--- src/rtl/cpu_ctrl_pkg.sv ---
// Shared definitions for the hard-wired CPU control sequencer:
// state encoding, opcode/ALU codes, IR field positions and opcode classification.
package cpu_ctrl_pkg;

   localparam int IR_W        = 32;
   localparam int OPCODE_W    = 5;
   localparam int REG_FIELD_W = 4;

   localparam int OPCODE_MSB = 31;
   localparam int OPCODE_LSB = 27;
   localparam int RA_MSB     = 26;
   localparam int RA_LSB     = 23;
   localparam int RB_MSB     = 22;
   localparam int RB_LSB     = 19;
   localparam int RC_MSB     = 18;
   localparam int RC_LSB     = 15;

   typedef logic [OPCODE_W-1:0] opcode_t;

   localparam opcode_t OP_ADD  = 5'b00001;
   localparam opcode_t OP_SUB  = 5'b00010;
   localparam opcode_t OP_AND  = 5'b00011;
   localparam opcode_t OP_OR   = 5'b00100;
   localparam opcode_t OP_SHR  = 5'b00101;
   localparam opcode_t OP_SHL  = 5'b00110;
   localparam opcode_t OP_ROR  = 5'b00111;
   localparam opcode_t OP_ROL  = 5'b01000;
   localparam opcode_t OP_MUL  = 5'b01001;
   localparam opcode_t OP_DIV  = 5'b01010;
   localparam opcode_t OP_NEG  = 5'b01011;
   localparam opcode_t OP_NOT  = 5'b01100;
   localparam opcode_t OP_ADDI = 5'b01101;
   localparam opcode_t OP_ANDI = 5'b01110;
   localparam opcode_t OP_ORI  = 5'b01111;
   localparam opcode_t OP_NOP  = 5'b11010;
   localparam opcode_t OP_HALT = 5'b11011;

   typedef enum logic [3:0] {
      ST_RST,
      ST_T0,
      ST_T1,
      ST_T2,
      ST_T3,
      ST_T4,
      ST_T5,
      ST_T6,
      ST_HALTED
   } state_t;

   typedef enum logic [2:0] {
      CLS_RTYPE,
      CLS_IMM,
      CLS_UNARY,
      CLS_MULDIV,
      CLS_NOP,
      CLS_HALT
   } op_class_t;

   // Unrecognised opcodes fall into CLS_NOP so they simply skip execution.
   function automatic op_class_t classify(input opcode_t op);
      case (op)
         OP_ADD, OP_SUB, OP_AND, OP_OR,
         OP_SHR, OP_SHL, OP_ROR, OP_ROL: classify = CLS_RTYPE;
         OP_ADDI, OP_ANDI, OP_ORI:       classify = CLS_IMM;
         OP_NEG, OP_NOT:                 classify = CLS_UNARY;
         OP_MUL, OP_DIV:                 classify = CLS_MULDIV;
         OP_HALT:                        classify = CLS_HALT;
         default:                        classify = CLS_NOP;
      endcase
   endfunction

   function automatic opcode_t alu_code(input opcode_t op);
      case (op)
         OP_ADDI: alu_code = OP_ADD;
         OP_ANDI: alu_code = OP_AND;
         OP_ORI:  alu_code = OP_OR;
         default: alu_code = op;
      endcase
   endfunction

endpackage

--- src/rtl/control_sequencer_if.sv ---
// Control-strobe bundle between the sequencer (master) and CPU_Datapath (slave).
interface control_sequencer_if #(
   parameter int NREGS    = 16,
   parameter int ALUSEL_W = 5
);
   logic [31:0]         ir;
   logic [NREGS-1:0]    rin;
   logic [NREGS-1:0]    rout;
   logic                pc_out;
   logic                pc_in;
   logic                inc_pc;
   logic                mar_in;
   logic                mdr_in;
   logic                mdr_out;
   logic                read;
   logic                ir_in;
   logic                y_in;
   logic                z_in;
   logic                zlo_in;
   logic                zhi_in;
   logic                zlo_out;
   logic                zhi_out;
   logic                hi_in;
   logic                lo_in;
   logic                c_out;
   logic [ALUSEL_W-1:0] alu_sel;
   logic                run;

   modport master (
      input  ir,
      output rin, rout, pc_out, pc_in, inc_pc, mar_in, mdr_in, mdr_out, read, ir_in,
             y_in, z_in, zlo_in, zhi_in, zlo_out, zhi_out, hi_in, lo_in, c_out,
             alu_sel, run
   );

   modport slave (
      output ir,
      input  rin, rout, pc_out, pc_in, inc_pc, mar_in, mdr_in, mdr_out, read, ir_in,
             y_in, z_in, zlo_in, zhi_in, zlo_out, zhi_out, hi_in, lo_in, c_out,
             alu_sel, run
   );
endinterface

--- src/rtl/reg_select_decoder.sv ---
// Register-field to one-hot enable decoder; all outputs low when en is low.
module reg_select_decoder
   import cpu_ctrl_pkg::*;
#(
   parameter int NREGS = 16
) (
   input  logic [REG_FIELD_W-1:0] sel,
   input  logic                   en,
   output logic [NREGS-1:0]       onehot
);
   generate
      for (genvar gi = 0; gi < NREGS; gi++) begin : g_bit
         assign onehot[gi] = en && (sel == REG_FIELD_W'(gi));
      end
   endgenerate
endmodule

--- src/rtl/control_sequencer.sv ---
// Hard-wired control unit: sequences fetch (T0-T2) and execute (T3-T6) strobes
// for CPU_Datapath. Outputs are Moore, decoded from the state register and IR.
module control_sequencer
   import cpu_ctrl_pkg::*;
#(
   parameter int NREGS    = 16,
   parameter int ALUSEL_W = 5
) (
   input  logic clk,
   input  logic clr,
   control_sequencer_if.master bus
);

   state_t                 state_reg;
   opcode_t                opcode;
   op_class_t              op_class;
   logic [REG_FIELD_W-1:0] ra;
   logic [REG_FIELD_W-1:0] rb;
   logic [REG_FIELD_W-1:0] rc;
   logic [REG_FIELD_W-1:0] rout_sel;
   logic                   rout_en;
   logic                   rin_en;
   logic                   alu_en;
   logic                   unused_ir_bits;

   assign opcode         = bus.ir[OPCODE_MSB:OPCODE_LSB];
   assign ra             = bus.ir[RA_MSB:RA_LSB];
   assign rb             = bus.ir[RB_MSB:RB_LSB];
   assign rc             = bus.ir[RC_MSB:RC_LSB];
   assign unused_ir_bits = ^bus.ir[RC_LSB-1:0];
   assign op_class       = classify(opcode);

   always_ff @(posedge clk or negedge clr) begin
      if (!clr) begin
         state_reg <= ST_RST;
      end else begin
         case (state_reg)
            ST_RST: state_reg <= ST_T0;
            ST_T0:  state_reg <= ST_T1;
            ST_T1:  state_reg <= ST_T2;
            ST_T2:  state_reg <= ST_T3;
            ST_T3: begin
               if (op_class == CLS_HALT)
                  state_reg <= ST_HALTED;
               else if (op_class == CLS_NOP)
                  state_reg <= ST_T0;
               else
                  state_reg <= ST_T4;
            end
            ST_T4:     state_reg <= (op_class == CLS_UNARY) ? ST_T0 : ST_T5;
            ST_T5:     state_reg <= (op_class == CLS_MULDIV) ? ST_T6 : ST_T0;
            ST_T6:     state_reg <= ST_T0;
            ST_HALTED: state_reg <= ST_HALTED;
            default:   state_reg <= ST_RST;
         endcase
      end
   end

   always_comb begin
      bus.pc_out  = 1'b0;
      bus.pc_in   = 1'b0;
      bus.inc_pc  = 1'b0;
      bus.mar_in  = 1'b0;
      bus.mdr_in  = 1'b0;
      bus.mdr_out = 1'b0;
      bus.read    = 1'b0;
      bus.ir_in   = 1'b0;
      bus.y_in    = 1'b0;
      bus.z_in    = 1'b0;
      bus.zlo_in  = 1'b0;
      bus.zhi_in  = 1'b0;
      bus.zlo_out = 1'b0;
      bus.zhi_out = 1'b0;
      bus.hi_in   = 1'b0;
      bus.lo_in   = 1'b0;
      bus.c_out   = 1'b0;
      bus.run     = 1'b1;
      rout_en     = 1'b0;
      rout_sel    = rb;
      rin_en      = 1'b0;
      alu_en      = 1'b0;

      case (state_reg)
         ST_T0: begin
            bus.pc_out = 1'b1;
            bus.mar_in = 1'b1;
            bus.inc_pc = 1'b1;
            bus.z_in   = 1'b1;
            bus.zlo_in = 1'b1;
         end
         ST_T1: begin
            bus.zlo_out = 1'b1;
            bus.pc_in   = 1'b1;
            bus.read    = 1'b1;
            bus.mdr_in  = 1'b1;
         end
         ST_T2: begin
            bus.mdr_out = 1'b1;
            bus.ir_in   = 1'b1;
         end
         ST_T3: begin
            case (op_class)
               CLS_RTYPE, CLS_IMM: begin
                  rout_en  = 1'b1;
                  bus.y_in = 1'b1;
               end
               CLS_UNARY: begin
                  rout_en    = 1'b1;
                  alu_en     = 1'b1;
                  bus.z_in   = 1'b1;
                  bus.zlo_in = 1'b1;
               end
               CLS_MULDIV: begin
                  rout_en  = 1'b1;
                  rout_sel = ra;
                  bus.y_in = 1'b1;
               end
               default: ;
            endcase
         end
         ST_T4: begin
            case (op_class)
               CLS_RTYPE: begin
                  rout_en    = 1'b1;
                  rout_sel   = rc;
                  alu_en     = 1'b1;
                  bus.z_in   = 1'b1;
                  bus.zlo_in = 1'b1;
               end
               CLS_IMM: begin
                  bus.c_out  = 1'b1;
                  alu_en     = 1'b1;
                  bus.z_in   = 1'b1;
                  bus.zlo_in = 1'b1;
               end
               CLS_UNARY: begin
                  bus.zlo_out = 1'b1;
                  rin_en      = 1'b1;
               end
               CLS_MULDIV: begin
                  rout_en    = 1'b1;
                  alu_en     = 1'b1;
                  bus.z_in   = 1'b1;
                  bus.zlo_in = 1'b1;
                  bus.zhi_in = 1'b1;
               end
               default: ;
            endcase
         end
         ST_T5: begin
            case (op_class)
               CLS_RTYPE, CLS_IMM: begin
                  bus.zlo_out = 1'b1;
                  rin_en      = 1'b1;
               end
               CLS_MULDIV: begin
                  bus.zlo_out = 1'b1;
                  bus.lo_in   = 1'b1;
               end
               default: ;
            endcase
         end
         ST_T6: begin
            bus.zhi_out = 1'b1;
            bus.hi_in   = 1'b1;
         end
         ST_HALTED: bus.run = 1'b0;
         default: ;
      endcase

      bus.alu_sel = alu_en ? ALUSEL_W'(alu_code(opcode)) : '0;
   end

   // Destination is always Ra; the source field depends on the phase.
   reg_select_decoder #(.NREGS(NREGS)) u_rin_dec (
      .sel    (ra),
      .en     (rin_en),
      .onehot (bus.rin)
   );

   reg_select_decoder #(.NREGS(NREGS)) u_rout_dec (
      .sel    (rout_sel),
      .en     (rout_en),
      .onehot (bus.rout)
   );

endmodule

--- src/flat_wrapper.sv ---
// flat-port wrapper written by rule: the top's interface ports become plain ports
module control_sequencer_flat import cpu_ctrl_pkg::*;
#(
   parameter int NREGS    = 16,
   parameter int ALUSEL_W = 5
)
  (clk, clr, bus_ir, bus_rin, bus_rout, bus_pc_out, bus_pc_in, bus_inc_pc, bus_mar_in, bus_mdr_in, bus_mdr_out, bus_read, bus_ir_in, bus_y_in, bus_z_in, bus_zlo_in, bus_zhi_in, bus_zlo_out, bus_zhi_out, bus_hi_in, bus_lo_in, bus_c_out, bus_alu_sel, bus_run);
  control_sequencer_if #(.NREGS(NREGS), .ALUSEL_W(ALUSEL_W)) bus_i ();
  input  logic clk;
  input  logic clr;
  input wire logic [$bits(bus_i.ir)-1:0] bus_ir;
  output wire logic [$bits(bus_i.rin)-1:0] bus_rin;
  output wire logic [$bits(bus_i.rout)-1:0] bus_rout;
  output wire logic [$bits(bus_i.pc_out)-1:0] bus_pc_out;
  output wire logic [$bits(bus_i.pc_in)-1:0] bus_pc_in;
  output wire logic [$bits(bus_i.inc_pc)-1:0] bus_inc_pc;
  output wire logic [$bits(bus_i.mar_in)-1:0] bus_mar_in;
  output wire logic [$bits(bus_i.mdr_in)-1:0] bus_mdr_in;
  output wire logic [$bits(bus_i.mdr_out)-1:0] bus_mdr_out;
  output wire logic [$bits(bus_i.read)-1:0] bus_read;
  output wire logic [$bits(bus_i.ir_in)-1:0] bus_ir_in;
  output wire logic [$bits(bus_i.y_in)-1:0] bus_y_in;
  output wire logic [$bits(bus_i.z_in)-1:0] bus_z_in;
  output wire logic [$bits(bus_i.zlo_in)-1:0] bus_zlo_in;
  output wire logic [$bits(bus_i.zhi_in)-1:0] bus_zhi_in;
  output wire logic [$bits(bus_i.zlo_out)-1:0] bus_zlo_out;
  output wire logic [$bits(bus_i.zhi_out)-1:0] bus_zhi_out;
  output wire logic [$bits(bus_i.hi_in)-1:0] bus_hi_in;
  output wire logic [$bits(bus_i.lo_in)-1:0] bus_lo_in;
  output wire logic [$bits(bus_i.c_out)-1:0] bus_c_out;
  output wire logic [$bits(bus_i.alu_sel)-1:0] bus_alu_sel;
  output wire logic [$bits(bus_i.run)-1:0] bus_run;
  assign bus_i.ir = bus_ir;
  assign bus_rin = bus_i.rin;
  assign bus_rout = bus_i.rout;
  assign bus_pc_out = bus_i.pc_out;
  assign bus_pc_in = bus_i.pc_in;
  assign bus_inc_pc = bus_i.inc_pc;
  assign bus_mar_in = bus_i.mar_in;
  assign bus_mdr_in = bus_i.mdr_in;
  assign bus_mdr_out = bus_i.mdr_out;
  assign bus_read = bus_i.read;
  assign bus_ir_in = bus_i.ir_in;
  assign bus_y_in = bus_i.y_in;
  assign bus_z_in = bus_i.z_in;
  assign bus_zlo_in = bus_i.zlo_in;
  assign bus_zhi_in = bus_i.zhi_in;
  assign bus_zlo_out = bus_i.zlo_out;
  assign bus_zhi_out = bus_i.zhi_out;
  assign bus_hi_in = bus_i.hi_in;
  assign bus_lo_in = bus_i.lo_in;
  assign bus_c_out = bus_i.c_out;
  assign bus_alu_sel = bus_i.alu_sel;
  assign bus_run = bus_i.run;
  control_sequencer #(.NREGS(NREGS), .ALUSEL_W(ALUSEL_W)) u_core (.clk(clk), .clr(clr), .bus(bus_i));
endmodule
--- config.mk ---
export PLATFORM = sky130hd
export DESIGN_NAME = control_sequencer_flat
export DESIGN_NICKNAME = d
export VERILOG_FILES = /design/src/rtl/cpu_ctrl_pkg.sv /design/src/rtl/control_sequencer_if.sv /design/src/rtl/reg_select_decoder.sv /design/src/rtl/control_sequencer.sv /design/src/flat_wrapper.sv
export SDC_FILE = /design/constraint.sdc
export NUM_CORES = 1
export LEC_CHECK = 0
export ABC_AREA = 1
export BUFFER_PORTS_ARGS = -buffer_cell sky130_fd_sc_hd__clkbuf_2
export CAP_MARGIN = 25
export CELL_PAD_IN_SITES_DETAIL_PLACEMENT = 0
export CELL_PAD_IN_SITES_GLOBAL_PLACEMENT = 1
export CORE_MARGIN = 2
export CORE_UTILIZATION = 29
export DETAILED_ROUTE_END_ITERATION = 16
export PLACE_DENSITY = 0.89
export SETUP_SLACK_MARGIN = 0.3
export SLEW_MARGIN = 15
export SYNTH_ARGS = -nofsm -noshare
export SYNTH_HDL_FRONTEND = slang
export SYNTH_SLANG_ARGS = --single-unit
--- constraint.sdc ---
create_clock -name clk -period 2.7 [get_ports clk]
set_clock_uncertainty 0.05 [all_clocks]
set_input_delay 0.135 -clock clk [delete_from_list [all_inputs] [get_ports clk]]
set_output_delay 0.135 -clock clk [all_outputs]
set_load 0.005 [all_outputs]
==> impl_metrics.py <==
metrics = {
    "floorplan": {
        "initial_core_util": 0.3039,
        "coreArea_um2": 4414,
        "num_io_pins": 89,
        "num_rows": 24,
        "dieArea_um2": 5185,
        "die_x_um": 72.01,
        "die_y_um": 72.01,
    },
    "placed_design": {
        "globalplace.congestion": 0.7734,
        "dp_slack_ns": 0.6984,
        "hpwlAfterDp_um": 3023,
        "io_buffer_count": 72,
    },
    "detailed_routing": {
        "drc": 0,
        "drt_iter0_drc": 29,
        "wirelength_um": 3447,
        "antenna_left": 0,
        "wire_per_inst_um": 10.23,
        "via_per_inst": 4.401,
        "num_vias": 1483,
        "dr.pass1.iters": 4,
    },
    "clocking": {
        "cts_buffers": 3,
        "cts_buffer_depth": 2,
        "clock-sinks": 4,
        "path_clk_slew_ns": 0.03,
        "clk_latency_ns": 0.22,
        "cts-root-buf": "clkbuf_8",
        "h-tree-depth": 1,
        "tritoncts": "yes",
    },
    "sta": {
        "hold_ws_ns": 0.2012,
        "slew_violations": 0,
        "finalSetupTns_ns": 0,
        "hold_viol_final": 0,
        "min_period_over_period": 0.7827,
        "final-setup-viol-count": 0,
        "rsz0062_at_grt": "false",
        "timing.fmax_mhz": 473.2,
        "setup_slack_ns": 0.5868,
        "min_period_ns": 2.113,
    },
    "synth": {
        "synthTopCellsByCount": "42 x nor2_1, 37 x nand2_1, 31 x inv_1, 13 x nand3_2",
        "synthFlopType": "dfrtp_1",
        "syn_area_um2": 1341,
        "syn-num-nets": 256,
        "synth_top_cell_area_share": 0.1175,
        "synth_area_per_cell_um2": 6.181,
        "synth_cell_types": 27,
        "synth_area_leaders": "nor2_1 12%, nand2_1 10%, nand3_2 9.7%",
        "syn-instance-count": 217,
        "synth.most_common_cell": "nor2_1",
        "ys_seq_area_frac": 0.07463,
        "synth-edff-count": 0,
        "yosys_warnings": 0,
        "async_flop_share": 1.000,
        "ys_ff_latch": 4,
        "synth_largest_area_cell": "nor2_1",
    },
    "worst_setup_path": {
        "critical_path_arrival_ns": 1.93,
        "timing_worst_setup_path_type": "register to primary output",
        "startpoint_type": "register",
        "end_kind": "primary output",
        "required_ns": 2.52,
        "worst-path-max-fanout": 6,
    },
    "run_status": {
        "status": "complete, no violations",
    },
    "cells_and_area": {
        "largest_reg_flops": 4,
        "utilization": 0.3982,
        "syn_to_final_growth_pct": 31.06,
        "n_antenna_cell": 0,
        "fill_cells": 502,
        "final_layout_size_suffix_gt1_frac": 0.4702,
        "final_nets": 326,
    },
    "power": {
        "power_density_nw_per_um2": 481.8,
        "p_leak_nw": 0.9961,
        "peakVddDrop_mv": 0.2294,
        "power_mw": 0.8470,
    },
    "job": {
        "maxCapViolations": 0,
    },
    "global_route": {
        "grt_max_degree": 9,
        "gr-total-overflow": 0,
        "grt_pass1_wl_um": 5582,
        "grt_usage": 0.1299,
        "grt_pass1_vias": 1338,
        "antenna_found_initial": 0,
    },
    "min_path": {
        "hold_path.class": "primary input to async pin",
    },
}
-- area by class of cell --
type	count	area (um^2)	area share
clock buffers	3	41.29	0.02349
inverters	44	170.2	0.09680
multi-input cells	161	1011	0.5751
flip-flops and latches	4	100.1	0.05694
well taps	52	65.06	0.03701
repair buffers	73	370.4	0.2107
-- worst paths after layout --
path	endpoint	cells after the start	slack, ns	startpoint
min in group clk	u_core.state_reg[3]	3	0.25	bus_ir[30]
max	bus_rin[2]	10	0.59	u_core.state_reg[3]
min reg2reg	u_core.state_reg[3]	2	0.58	u_core.state_reg[3]
min	u_core.state_reg[0]	2	0.20	clr
max reg2reg	u_core.state_reg[1]	7	1.21	u_core.state_reg[3]
max in group asynchronous	u_core.state_reg[1]	2	2.28	clr
-- placed cells by master (no fill, tap or decap), drive strengths merged --
cell	n
o21ai	3
inv	44
dlygate4sd3	1
a21oi	7
nor2	52
nand2b	1
nand2	50
nand4	2
a22oi	2
nor3	6
nand3	31
dfrtp	4
nand3b	1
clkbuf	75
ha	5
conb	1
-- logic make-up after synthesis --
| kind of cell | count (synthesis) | synth area share |
|---|---|---|
| buffers and inverters | 52 | 0.1716 |
| other | 1 | 0.002796 |
| DFF | 4 | 0.07463 |
| and+or+nand+nor | 143 | 0.6446 |
| adders and majority gates | 5 | 0.04664 |
| AOI/OAI and AO/OA | 12 | 0.05970 |
-- layer usage --
metal  vias to the layer above  share of wire  track usage
met5                         -              0            0
met3                         5          0.051      0.01806
li1                        797              -            -
met1                       644           0.45       0.1590
met2                        37           0.49       0.2356
met4                         0          0.010      0.03774
-- stage by stage --
step / instance area, um^2 / instances
floorplan: 1341 / 217
global placement: 1707 / 333
detailed placement: 1707 / 333
CTS: 1758 / 337
global route: 1758 / 337
finish: 1758 / 337
-- power breakdown --
part	switching [mW]	internal [mW]
combinational	0.387	0.224
sequential	0.0253	0.0827
clock	0.0335	0.0952
-- worst max-delay path: stages, from the launching register on --
cell	delay, ns
dfrtp_1	0.41
nor2_4	0.16
inv_2	0.07
nor3_4	0.32
inv_2	0.11
nor2_1	0.14
inv_2	0.07
nand2_4	0.09
nand3_2	0.10
nor2_1	0.11
clkbuf_2	0.12
-- repair_timing --
action	CTS	global route
endpoints found under the hold margin	4	0
gates resized for setup	0	0
hold buffers	1	0
setup buffers	0	0
Note: power is estimated with default switching activity, not from simulation.
